--- config.mk ---
export PLATFORM = sky130hd
export DESIGN_NAME = mont_convert_flat
export DESIGN_NICKNAME = d
export VERILOG_FILES = /design/src/rtl/mont_pkg.sv /design/src/rtl/mont_convert_if.sv /design/src/rtl/mont_step.sv /design/src/rtl/mont_convert.sv /design/src/flat_wrapper.sv
export SDC_FILE = /design/constraint.sdc
export NUM_CORES = 1
export LEC_CHECK = 0
export BUFFER_PORTS_ARGS = -buffer_cell sky130_fd_sc_hd__clkbuf_2
export CORE_MARGIN = 5
export CORE_UTILIZATION = 40
export CTS_CLUSTER_DIAMETER = 80
export DETAILED_ROUTE_END_ITERATION = 10
export GPL_TIMING_DRIVEN = 0
export SYNTH_ARGS = -nofsm -noshare
export SYNTH_HDL_FRONTEND = slang
export SYNTH_SLANG_ARGS = --single-unit
--- constraint.sdc ---
create_clock -name clk -period 5.58 [get_ports clk]
set_clock_uncertainty 0.15 [all_clocks]
set_input_delay 0.279 -clock clk [delete_from_list [all_inputs] [get_ports clk]]
set_output_delay 0.279 -clock clk [all_outputs]
set_load 0.1 [all_outputs]
--- src/rtl/mont_pkg.sv ---
// Shared constants, mode encoding and FSM state type for the Montgomery
// domain converter and the multiplier it serves.
package mont_pkg;

  localparam int          DEF_WIDTH = 32;
  localparam logic [31:0] DEF_MOD   = 32'd998244353;
  // 2^(2*DEF_WIDTH) mod DEF_MOD; must be regenerated if MOD or WIDTH change
  localparam logic [31:0] DEF_R2    = 32'd932051910;

  localparam logic MODE_TO_MONT   = 1'b0;
  localparam logic MODE_FROM_MONT = 1'b1;

  typedef enum logic [1:0] {
    IDLE = 2'd0,
    RUN  = 2'd1,
    FIX  = 2'd2,
    DONE = 2'd3
  } state_t;

endpackage

--- src/rtl/mont_convert_if.sv ---
// Operand/result bus of the Montgomery domain converter.
// Both sides use valid/ready: a transfer happens on a rising edge where valid
// and ready are both high; valid holds (with stable payload) until then.
interface mont_convert_if #(
  parameter int WIDTH = 32
) ();

  logic             in_valid;
  logic             in_ready;
  logic [WIDTH-1:0] in_data;
  logic             in_mode;
  logic             out_valid;
  logic             out_ready;
  logic [WIDTH-1:0] out_data;

  modport master (
    output in_valid, in_data, in_mode, out_ready,
    input  in_ready, out_valid, out_data
  );

  modport slave (
    input  in_valid, in_data, in_mode, out_ready,
    output in_ready, out_valid, out_data
  );

endinterface

--- src/rtl/mont_step.sv ---
// One radix-2 Montgomery iteration: u' = (u + a_bit*b [+ MOD]) / 2.
// Kept combinational so it can be chained for an unrolled variant.
module mont_step
  import mont_pkg::*;
#(
  parameter int               WIDTH = DEF_WIDTH,
  parameter logic [WIDTH-1:0] MOD   = WIDTH'(DEF_MOD)
) (
  input  logic [WIDTH+1:0] u,
  input  logic             a_bit,
  input  logic [WIDTH-1:0] b,
  output logic [WIDTH+1:0] u_next
);

  logic [WIDTH+1:0] t_add;
  logic [WIDTH+1:0] t_odd;

  // u < 2*MOD and b < MOD keep t below 4*MOD, so WIDTH+2 bits never overflow
  always_comb begin
    t_add  = u + (a_bit ? {2'b00, b} : '0);
    t_odd  = t_add[0] ? (t_add + {2'b00, MOD}) : t_add;
    u_next = t_odd >> 1;
  end

endmodule

--- src/rtl/mont_convert.sv ---
// Bit-serial converter between normal and Montgomery domains (R = 2^WIDTH):
// REDC(x * R2) lifts into the domain, REDC(x * 1) brings a value back out.
module mont_convert
  import mont_pkg::*;
#(
  parameter int               WIDTH = DEF_WIDTH,
  parameter logic [WIDTH-1:0] MOD   = WIDTH'(DEF_MOD),
  parameter logic [WIDTH-1:0] R2    = WIDTH'(DEF_R2)
) (
  input  logic                 clk,
  input  logic                 rst_n,
  mont_convert_if.slave        bus,
  output state_t               state
);

  localparam int CW = $clog2(WIDTH);

  state_t           state_q, state_d;
  logic [WIDTH-1:0] a_q, a_d;
  logic [WIDTH-1:0] b_q, b_d;
  logic [WIDTH+1:0] u_q, u_d;
  logic [WIDTH+1:0] u_step;
  logic [CW-1:0]    cnt_q, cnt_d;
  logic [WIDTH-1:0] out_data_q, out_data_d;
  logic             out_valid_q, out_valid_d;

  mont_step #(
    .WIDTH (WIDTH),
    .MOD   (MOD)
  ) step_i (
    .u      (u_q),
    .a_bit  (a_q[0]),
    .b      (b_q),
    .u_next (u_step)
  );

  always_comb begin
    state_d     = state_q;
    a_d         = a_q;
    b_d         = b_q;
    u_d         = u_q;
    cnt_d       = cnt_q;
    out_data_d  = out_data_q;
    out_valid_d = out_valid_q;
    case (state_q)
      IDLE: begin
        if (bus.in_valid) begin
          a_d     = bus.in_data;
          // The mode only selects the multiplier constant, so it needs no register
          b_d     = (bus.in_mode == MODE_FROM_MONT) ? WIDTH'(1) : R2;
          u_d     = '0;
          cnt_d   = '0;
          state_d = RUN;
        end
      end
      RUN: begin
        u_d   = u_step;
        a_d   = a_q >> 1;
        cnt_d = cnt_q + 1'b1;
        if (cnt_q == CW'(WIDTH - 1)) begin
          state_d = FIX;
        end
      end
      FIX: begin
        out_data_d  = (u_q >= {2'b00, MOD}) ? WIDTH'(u_q - {2'b00, MOD})
                                            : u_q[WIDTH-1:0];
        out_valid_d = 1'b1;
        state_d     = DONE;
      end
      DONE: begin
        if (bus.out_ready) begin
          out_valid_d = 1'b0;
          state_d     = IDLE;
        end
      end
      default: begin
        state_d = IDLE;
      end
    endcase
  end

  always_ff @(posedge clk or negedge rst_n) begin
    if (!rst_n) begin
      state_q     <= IDLE;
      a_q         <= '0;
      b_q         <= '0;
      u_q         <= '0;
      cnt_q       <= '0;
      out_data_q  <= '0;
      out_valid_q <= 1'b0;
    end else begin
      state_q     <= state_d;
      a_q         <= a_d;
      b_q         <= b_d;
      u_q         <= u_d;
      cnt_q       <= cnt_d;
      out_data_q  <= out_data_d;
      out_valid_q <= out_valid_d;
    end
  end

  assign bus.in_ready  = (state_q == IDLE);
  assign bus.out_valid = out_valid_q;
  assign bus.out_data  = out_data_q;
  assign state         = state_q;

endmodule

--- src/flat_wrapper.sv ---
// flat-port wrapper written by rule: the top's interface ports become plain ports
module mont_convert_flat import mont_pkg::*;
#(
  parameter int               WIDTH = DEF_WIDTH,
  parameter logic [WIDTH-1:0] MOD   = WIDTH'(DEF_MOD),
  parameter logic [WIDTH-1:0] R2    = WIDTH'(DEF_R2)
)
  (clk, rst_n, state, bus_in_valid, bus_in_data, bus_in_mode, bus_out_ready, bus_in_ready, bus_out_valid, bus_out_data);
  mont_convert_if #(.WIDTH(WIDTH)) bus_i ();
  input  logic clk;
  input  logic rst_n;
  output state_t state;
  input wire logic [$bits(bus_i.in_valid)-1:0] bus_in_valid;
  input wire logic [$bits(bus_i.in_data)-1:0] bus_in_data;
  input wire logic [$bits(bus_i.in_mode)-1:0] bus_in_mode;
  input wire logic [$bits(bus_i.out_ready)-1:0] bus_out_ready;
  output wire logic [$bits(bus_i.in_ready)-1:0] bus_in_ready;
  output wire logic [$bits(bus_i.out_valid)-1:0] bus_out_valid;
  output wire logic [$bits(bus_i.out_data)-1:0] bus_out_data;
  assign bus_i.in_valid = bus_in_valid;
  assign bus_i.in_data = bus_in_data;
  assign bus_i.in_mode = bus_in_mode;
  assign bus_i.out_ready = bus_out_ready;
  assign bus_in_ready = bus_i.in_ready;
  assign bus_out_valid = bus_i.out_valid;
  assign bus_out_data = bus_i.out_data;
  mont_convert #(.WIDTH(WIDTH), .MOD(MOD), .R2(R2)) u_core (.clk(clk), .rst_n(rst_n), .bus(bus_i), .state(state));
endmodule
==> results by group, run 1 <==
Clocking
  – Clk_lat worst skew: 0.38 ns
  – CTS clk-pin slew, worst paths: roughly 0.090 ns
  – Cts bufs inserted: 9
  – Sink Count: approximately 110
  – H-tree levels: 3
  – CTS tree: done
  – Root buffer cell: clkbuf_16
  – Maximum root-to-sink buffer count: 2

Logic synthesis
  – Synthesized area: 7760 sq um
  – Sequential-to-total area share from yosys stat: 34.5%
  – Mean Syn Cell Area: between 8 and 9 sq um
  – Largest cells by area after synthesis: dfrtp_1 (35%), xnor2_1 (6.4%), nand2_1 (5.8%)
  – Post-synth EDFFs: 0
  – Yosys warning count: 0
  – FF+latch count, synth: 107
  – Cells after Synth: 960
  – Top_reg_cell synth: dfrtp_1
  – Syn nets: 1009
  – Distinct cells, synth: 89
  – Top cell type's share of synthesized area: 34.5%
  – FFs w/ async S/R, synth: 100%
  – Post-synth top area cell: dfrtp_1

Floorplanning
  – # rows: 51
  – Die width: 149 microns
  – Ports: 73
  – Die area: 22300 sq um
  – Die H: 149 microns
  – Initial core utilization: 40.3%
  – Core area: 19300 sq um

Final layout
  – Area growth from synthesis to layout: 14.6%
  – Commonest non-fill, non-tap cells in the layout: nand2_1 (119), dfrtp_1 (107), nor2_1 (90)
  – N_diodes: 0
  – Ratio of cells with drive above 1 in the final layout: 14.7%
  – Most common cell after layout, fill and taps aside: nand2_1
  – Final net count: between 1000 and 1500

Place
  – IO Port Bufs: 71
  – HPWL Detailed: 17600 microns
  – Gpl congestion: 0.940

Setup path
  – CP Class: flop to flop
  – CP Launch Type: flop
  – CP Data Required Time: around 5.7 ns
  – R2R Path Start: u_core.a_q[0]
  – Crit end category: flop
  – Worst path most repeated cell: clkbuf_4
  – CP startpoint: u_core.a_q[0]
  – Slowest Stage Delay on Critical Path: 0.45 ns
  – CP arrival: 5.41 ns
  – Max stage delay cell, worst path: a221o_1
  – Critical path cell sequence: buf_4 > nand2_4 > inv_2 > clkbuf_4 > clkbuf_4 > clkbuf_4 > xnor2_1 > ha_1 > o211ai_1 > a21oi_4 > o2111ai_1 > a221o_1 > nand2_1 > nand4_1 > nor4_4 > nor3b_4 > o211ai_1 > xnor2_1 > a22o_1
  – CP max FO: 10

Global routing
  – Number of global-route vias before repair: 7168
  – First-pass GRT wire length: 39100 microns
  – Largest net degree at the start of global routing: 108
  – Grt total ovfl: 0
  – Total GRT Usage: 22.0%
  – Initial antenna violation count: 0

Drt
  – DR vias: 7494
  – Initial drt markers: 638
  – Pre-Repair DR Iteration Count: 5
  – Post-Route WL: about 24000 microns
  – ANT nets after route: 0
  – Via/cell ratio: 5.69
  – DR DRC count: 0
  – DR WL/cell: about 18 microns

Timing
  – RSZ-0062 raised after global routing: no
  – Max Slew Vio Count: 0
  – Least-Margin Pin Slew: 0.922 ns
  – Final setup vio count: 0
  – Fin crit share: between 90% and 100%
  – FMAX: around 190 MHz
  – Slew headroom: roughly two fifths
  – Crit path time final: 5.29 ns
  – Final hold violation count: 0
  – Hold Slack: between 0.02 and 0.025 ns

Hold path
  – Worst Hold Launch: bus_out_ready
  – Worst Hold Class: input pin to flop

Status
  – Status: finished, final reports clean

Flow run
  – # Max-Cap Violations: 0
==> kinds of logic after synthesis <==
logic type | synth area share (%)
AND/OR/NAND/NOR | 23.0
XOR/XNOR | 9.69
AO/OA/AOI/OAI | 22.2
flip-flops | 34.5
adder cells (fa/ha/maj) | 2.06
buffers and inverters | 5.35
multiplexers | 3.19
==> registers in the layout (all words and copies together), names as in the netlist <==
name and count:
u_core.a_q 32, u_core.cnt_q 5, u_core.b_q 2, u_core.bus.out_data 32, u_core.state 2, u_core.u_q 33
u_core.bus.out_valid 1
==> path summary, 6_finish.rpt <==
check                      slack [ns]  cells past startpoint                    to
min in group asynchronous        0.41                      3         u_core.u_q[9]
max in group asynchronous        4.44                      3        u_core.a_q[23]
setup reg to reg                 0.29                     19        u_core.u_q[30]
setup / recovery                 0.29                     19        u_core.u_q[30]
hold / removal                   0.02                      3  u_core.bus.out_valid
hold reg to reg                  0.34                      2        u_core.a_q[16]
==> final cells by class <==
type / instances / area [sq um]
fill: 2005 / 10400
timing repair buffer: 77 / 434
clock inverter: 7 / 93.8
inverter: 24 / 90.1
multi-input combinational: 755 / 4710
buffer: 73 / 329
sequential: 107 / 2680
clock buffer: 9 / 225
tap: 265 / 332
==> worst max-delay path: cells and delay by family, from the launching register on <==
| family | cells | cell delay (ns) |
|---|---|---|
| simple gates | 5 | 1.30 |
| buf+inv | 5 | 1.26 |
| xor+xnor | 2 | 0.30 |
| fa+ha+maj | 1 | 0.30 |
| flops | 1 | 0.40 |
| compound gates | 6 | 1.46 |
==> routing by layer <==
layer  global-route usage [%]  routed length (microns)
met5                        0                        0
met4                     5.81                      450
met3                     3.49                     1490
met2                     35.1                    11100
met1                     31.3                    11300
==> through the flow <==
| stage | std cells | instance area [sq um] | util, % | setup slack [ns] | setup TNS (ns) |
|---|---|---|---|---|---|
| 2_1_floorplan | 960 | 7760 | - | 1.39 | 0 |
| 3_3_place_gp | 1296 | 8450 | 43.8 | -0.0431 | -0.0441 |
| 3_5_place_dp | 1297 | 8480 | 44.0 | -0.0339 | -0.0339 |
| 4_1_cts | 1315 | 8830 | 45.8 | 0.00789 | 0 |
| 5_1_grt | 1317 | 8890 | 46.1 | 0.00359 | 0 |
| 6_report | 1317 | 8890 | 46.1 | 0.287 | 0 |
==> cells in the mapped netlist (4+ instances only) <==
master / number
o31ai_1: 4
xnor2_1: 57
buf_4: 4
clkbuf_1: 47
a31oi_1: 10
xor2_1: 27
buf_2: 20
or3_1: 8
o211ai_1: 7
nand3b_1: 9
o21ai_1: 17
nor3_1: 19
nand2b_1: 5
a22o_1: 5
nand4_1: 12
a32o_1: 5
a21boi_1: 5
nand2_1: 119
inv_1: 22
mux2i_1: 21
and3_1: 8
dfrtp_1: 107
nor2b_1: 6
o21ai_0: 73
ha_1: 12
or2_2: 5
a211oi_1: 5
nand3_1: 28
nor4_1: 5
and2_1: 8
o22ai_1: 29
or4_1: 5
a21oi_1: 73
nor2_1: 90
==> repair_timing <==
| action | 4_1_cts | 5_1_grt |
|---|---|---|
| endpoints found under the hold margin | 108 | 0 |
| hold buffers | 2 | 0 |
| endpoints found under the setup margin | 2 | 19 |
| pin swaps | 0 | 3 |
| buffers inserted | 0 | 3 |
| resized for setup | 1 | 9 |
Power of run 1 is left out: the tool's default activity adds up to more than one toggle a clock period on the data nets, which glitch-free logic cannot reach.
==> run 2: changes to the inputs <==
--- a/config.mk
+++ b/config.mk
@@ -11,6 +11,7 @@
 export CTS_CLUSTER_DIAMETER = 80
 export DETAILED_ROUTE_END_ITERATION = 10
 export GPL_TIMING_DRIVEN = 0
+export RECOVER_POWER = 100
 export SYNTH_ARGS = -nofsm -noshare
 export SYNTH_HDL_FRONTEND = slang
 export SYNTH_SLANG_ARGS = --single-unit
==> constraint.sdc (replaced) <==
create_clock -name clk -period 4.2 [get_ports clk]
set_clock_uncertainty 0.15 [all_clocks]
set_input_delay 0.21 -clock clk [delete_from_list [all_inputs] [get_ports clk]]
set_output_delay 0.21 -clock clk [all_outputs]
set_load 0.1 [all_outputs]
==> results by group, run 2 (same netlist as run 1, synthesis figures left out) <==
Floorplanning
  – # rows: 51 (unchanged)
  – Ports: 73 (unchanged)
  – Die width: 149 microns (unchanged)
  – Die H: 149 microns (unchanged)
  – Die area: 22300 sq um (unchanged)
  – Initial core utilization: 40.3% (unchanged)
  – Core area: 19300 sq um (unchanged)

Clocking
  – H-tree levels: 3 (unchanged)
  – Maximum root-to-sink buffer count: 2 (unchanged)
  – Sink Count: 107 (unchanged)
  – CTS tree: done (unchanged)
  – Clk_lat worst skew: 0.38 ns (about the same)
  – CTS clk-pin slew, worst paths: 0.08 ns (was 0.09 ns)
  – Root buffer cell: clkbuf_16 (unchanged)
  – Cts bufs inserted: 9 (unchanged)

Setup path
  – Crit end category: flop (unchanged)
  – Slowest Stage Delay on Critical Path: 0.47 ns (was 0.45 ns)
  – CP arrival: 4.15 ns (was 5.41 ns)
  – CP Class: flop to flop (unchanged)
  – Crit path buffers/inverters: 3 (was 5)
  – Critical path cell sequence: buf_6 > and2_1 > ha_4 > ha_4 > o211ai_1 > buf_4 > a21oi_4 > buf_4 > xnor2_1 > a2bb2oi_1 > or2_2 > or3_1 > or2_2 > o21ai_0 > o21ai_1 > xor2_1 > o21ai_1 (was buf_4 > nand2_4 > inv_2 > clkbuf_4 > clkbuf_4 > clkbuf_4 > xnor2_1 > ha_1 > o211ai_1 > a21oi_4 > o2111ai_1 > a221o_1 > nand2_1 > nand4_1 > nor4_4 > nor3b_4 > o211ai_1 > xnor2_1 > a22o_1)
  – Delay-heaviest family, CP: simple AND/OR/NAND/NOR gates (was compound AO/OA/AOI/OAI gates)
  – CP max FO: 11 (was 10)
  – Max stage delay cell, worst path: dfrtp_2 (was a221o_1)
  – CP Launch Type: flop (unchanged)
  – CP Data Required Time: 4.31 ns (was 5.70 ns)

Timing
  – FMAX: 248 MHz (was 189 MHz)
  – Slew headroom: -83.6% (was 38.1%)
  – Final hold violation count: 1 (was 0)
  – Hold Slack: -0.00264 ns (was 0.0205 ns)
  – Least-Margin Pin Slew: 2.75 ns (was 0.922 ns)
  – Crit path time final: 4.03 ns (was 5.29 ns)
  – Final setup vio count: 0 (unchanged)
  – Max Slew Vio Count: 108 (was 0)
  – Fin crit share: 96.0% (was 94.9%)
  – RSZ-0062 raised after global routing: no (unchanged)

Drt
  – DR DRC count: 0 (unchanged)
  – Pre-Repair DR Iteration Count: 5 (unchanged)
  – Post-Route WL: 25100 microns (was 24400 microns)
  – Initial drt markers: 683 (was 638)
  – ANT nets after route: 0 (unchanged)
  – Via/cell ratio: 5.66 (was 5.69)
  – DR WL/cell: 18.2 microns (was 18.5 microns)
  – DR vias: 7831 (was 7494)

Final layout
  – Final net count: 1163 (was 1096)
  – Cell Count, Final, Fillers Out: 1384 (was 1317)
  – Ratio of cells with drive above 1 in the final layout: 16.0% (was 14.7%)
  – Fillers: 1922 (was 2005)
  – Most common cell after layout, fill and taps aside: nand2_1 (unchanged)
  – Commonest non-fill, non-tap cells in the layout: nand2_1 (117), dfrtp_1 (106), nor2_1 (90) (was nand2_1 (119), dfrtp_1 (107), nor2_1 (90))
  – Area growth from synthesis to layout: 24.1% (was 14.6%)
  – Max reg flops: 33 (unchanged)
  – N_diodes: 0 (unchanged)
  – Largest Register: u_core.u_q (unchanged)

Global routing
  – Number of global-route vias before repair: 7560 (was 7168)
  – Total GRT Usage: 22.9% (was 22.0%)
  – Initial antenna violation count: 0 (unchanged)
  – First-pass GRT wire length: 40700 microns (was 39100 microns)
  – Grt total ovfl: 0 (unchanged)
  – Largest net degree at the start of global routing: 108 (unchanged)

Status
  – Status: finished, violations left (was finished, final reports clean)
  – Failing checks: negative hold slack, max-capacitance violations, max-slew violations

Flow run
  – # Max-Cap Violations: 2 (was 0)

Place
  – IO Port Bufs: 71 (unchanged)
  – Placed insts: 1297 (unchanged)
  – HPWL Detailed: 17600 microns (unchanged)
  – Gpl congestion: 0.940 (unchanged)

Hold path
  – Worst Hold Class: input pin to flop (unchanged)
## run 2: area by class of cell
type                       count  area [sq um]  area share (%)
clock inverter                 7          93.8           0.974
timing repair buffer         148           961            9.98
multi-input combinational    755          4930            51.2
inverter                      24          97.6            1.01
tap                          265           332            3.44
buffer                        69           314            3.26
clock buffer                   9           225            2.34
sequential                   107          2680            27.8
## run 2: worst paths after layout
path	end	cells after the start	slack, ns	startpoint
min in group asynchronous	u_core.u_q[8]	3	1.37	rst_n
min reg2reg	u_core.a_q[16]	2	0.34	u_core.a_q[16]
max	u_core.u_q[11]	17	0.17	u_core.a_q[0]
max in group asynchronous	u_core.a_q[0]	3	0.75	rst_n
max reg2reg	u_core.u_q[11]	17	0.17	u_core.a_q[0]
min	u_core.a_q[22]	3	-0.003	bus_in_data[22]
## run 2: stage by stage
step                TNS, ns  instance area, sq um  utilization [%]  setup WS [ns]
floorplan                 0                  7760                -        0.00969
global placement     -28.92                  8450             43.8          -1.42
detailed placement   -28.57                  8480             44.0          -1.41
CTS                       0                  9580             49.7       0.000809
global route              0                  9630             50.0        0.00166
finish                    0                  9630             50.0          0.167
## run 2: repair_timing
item,4_1_cts,5_1_grt
hold endpoints to repair,135,0
gates resized for setup,47,22
endpoints found under the setup margin,28,21
hold buffers,28,0
pin swaps,19,17
buffers inserted,36,12
cloned,0,0
## run 2: tightest hold or removal path, cell delays in order
cell	delay, ns
clkbuf_2	0.08
mux2i_1	0.05
o21ai_0	0.14
## run 2: per-layer routing
layer	share of wire (%)	GRT usage, %
met1	45	31.6
met2	47	37.3
met3	6.3	3.43
met4	2.4	7.05
met5	0	0
Power of run 2 is left out for the same reason.
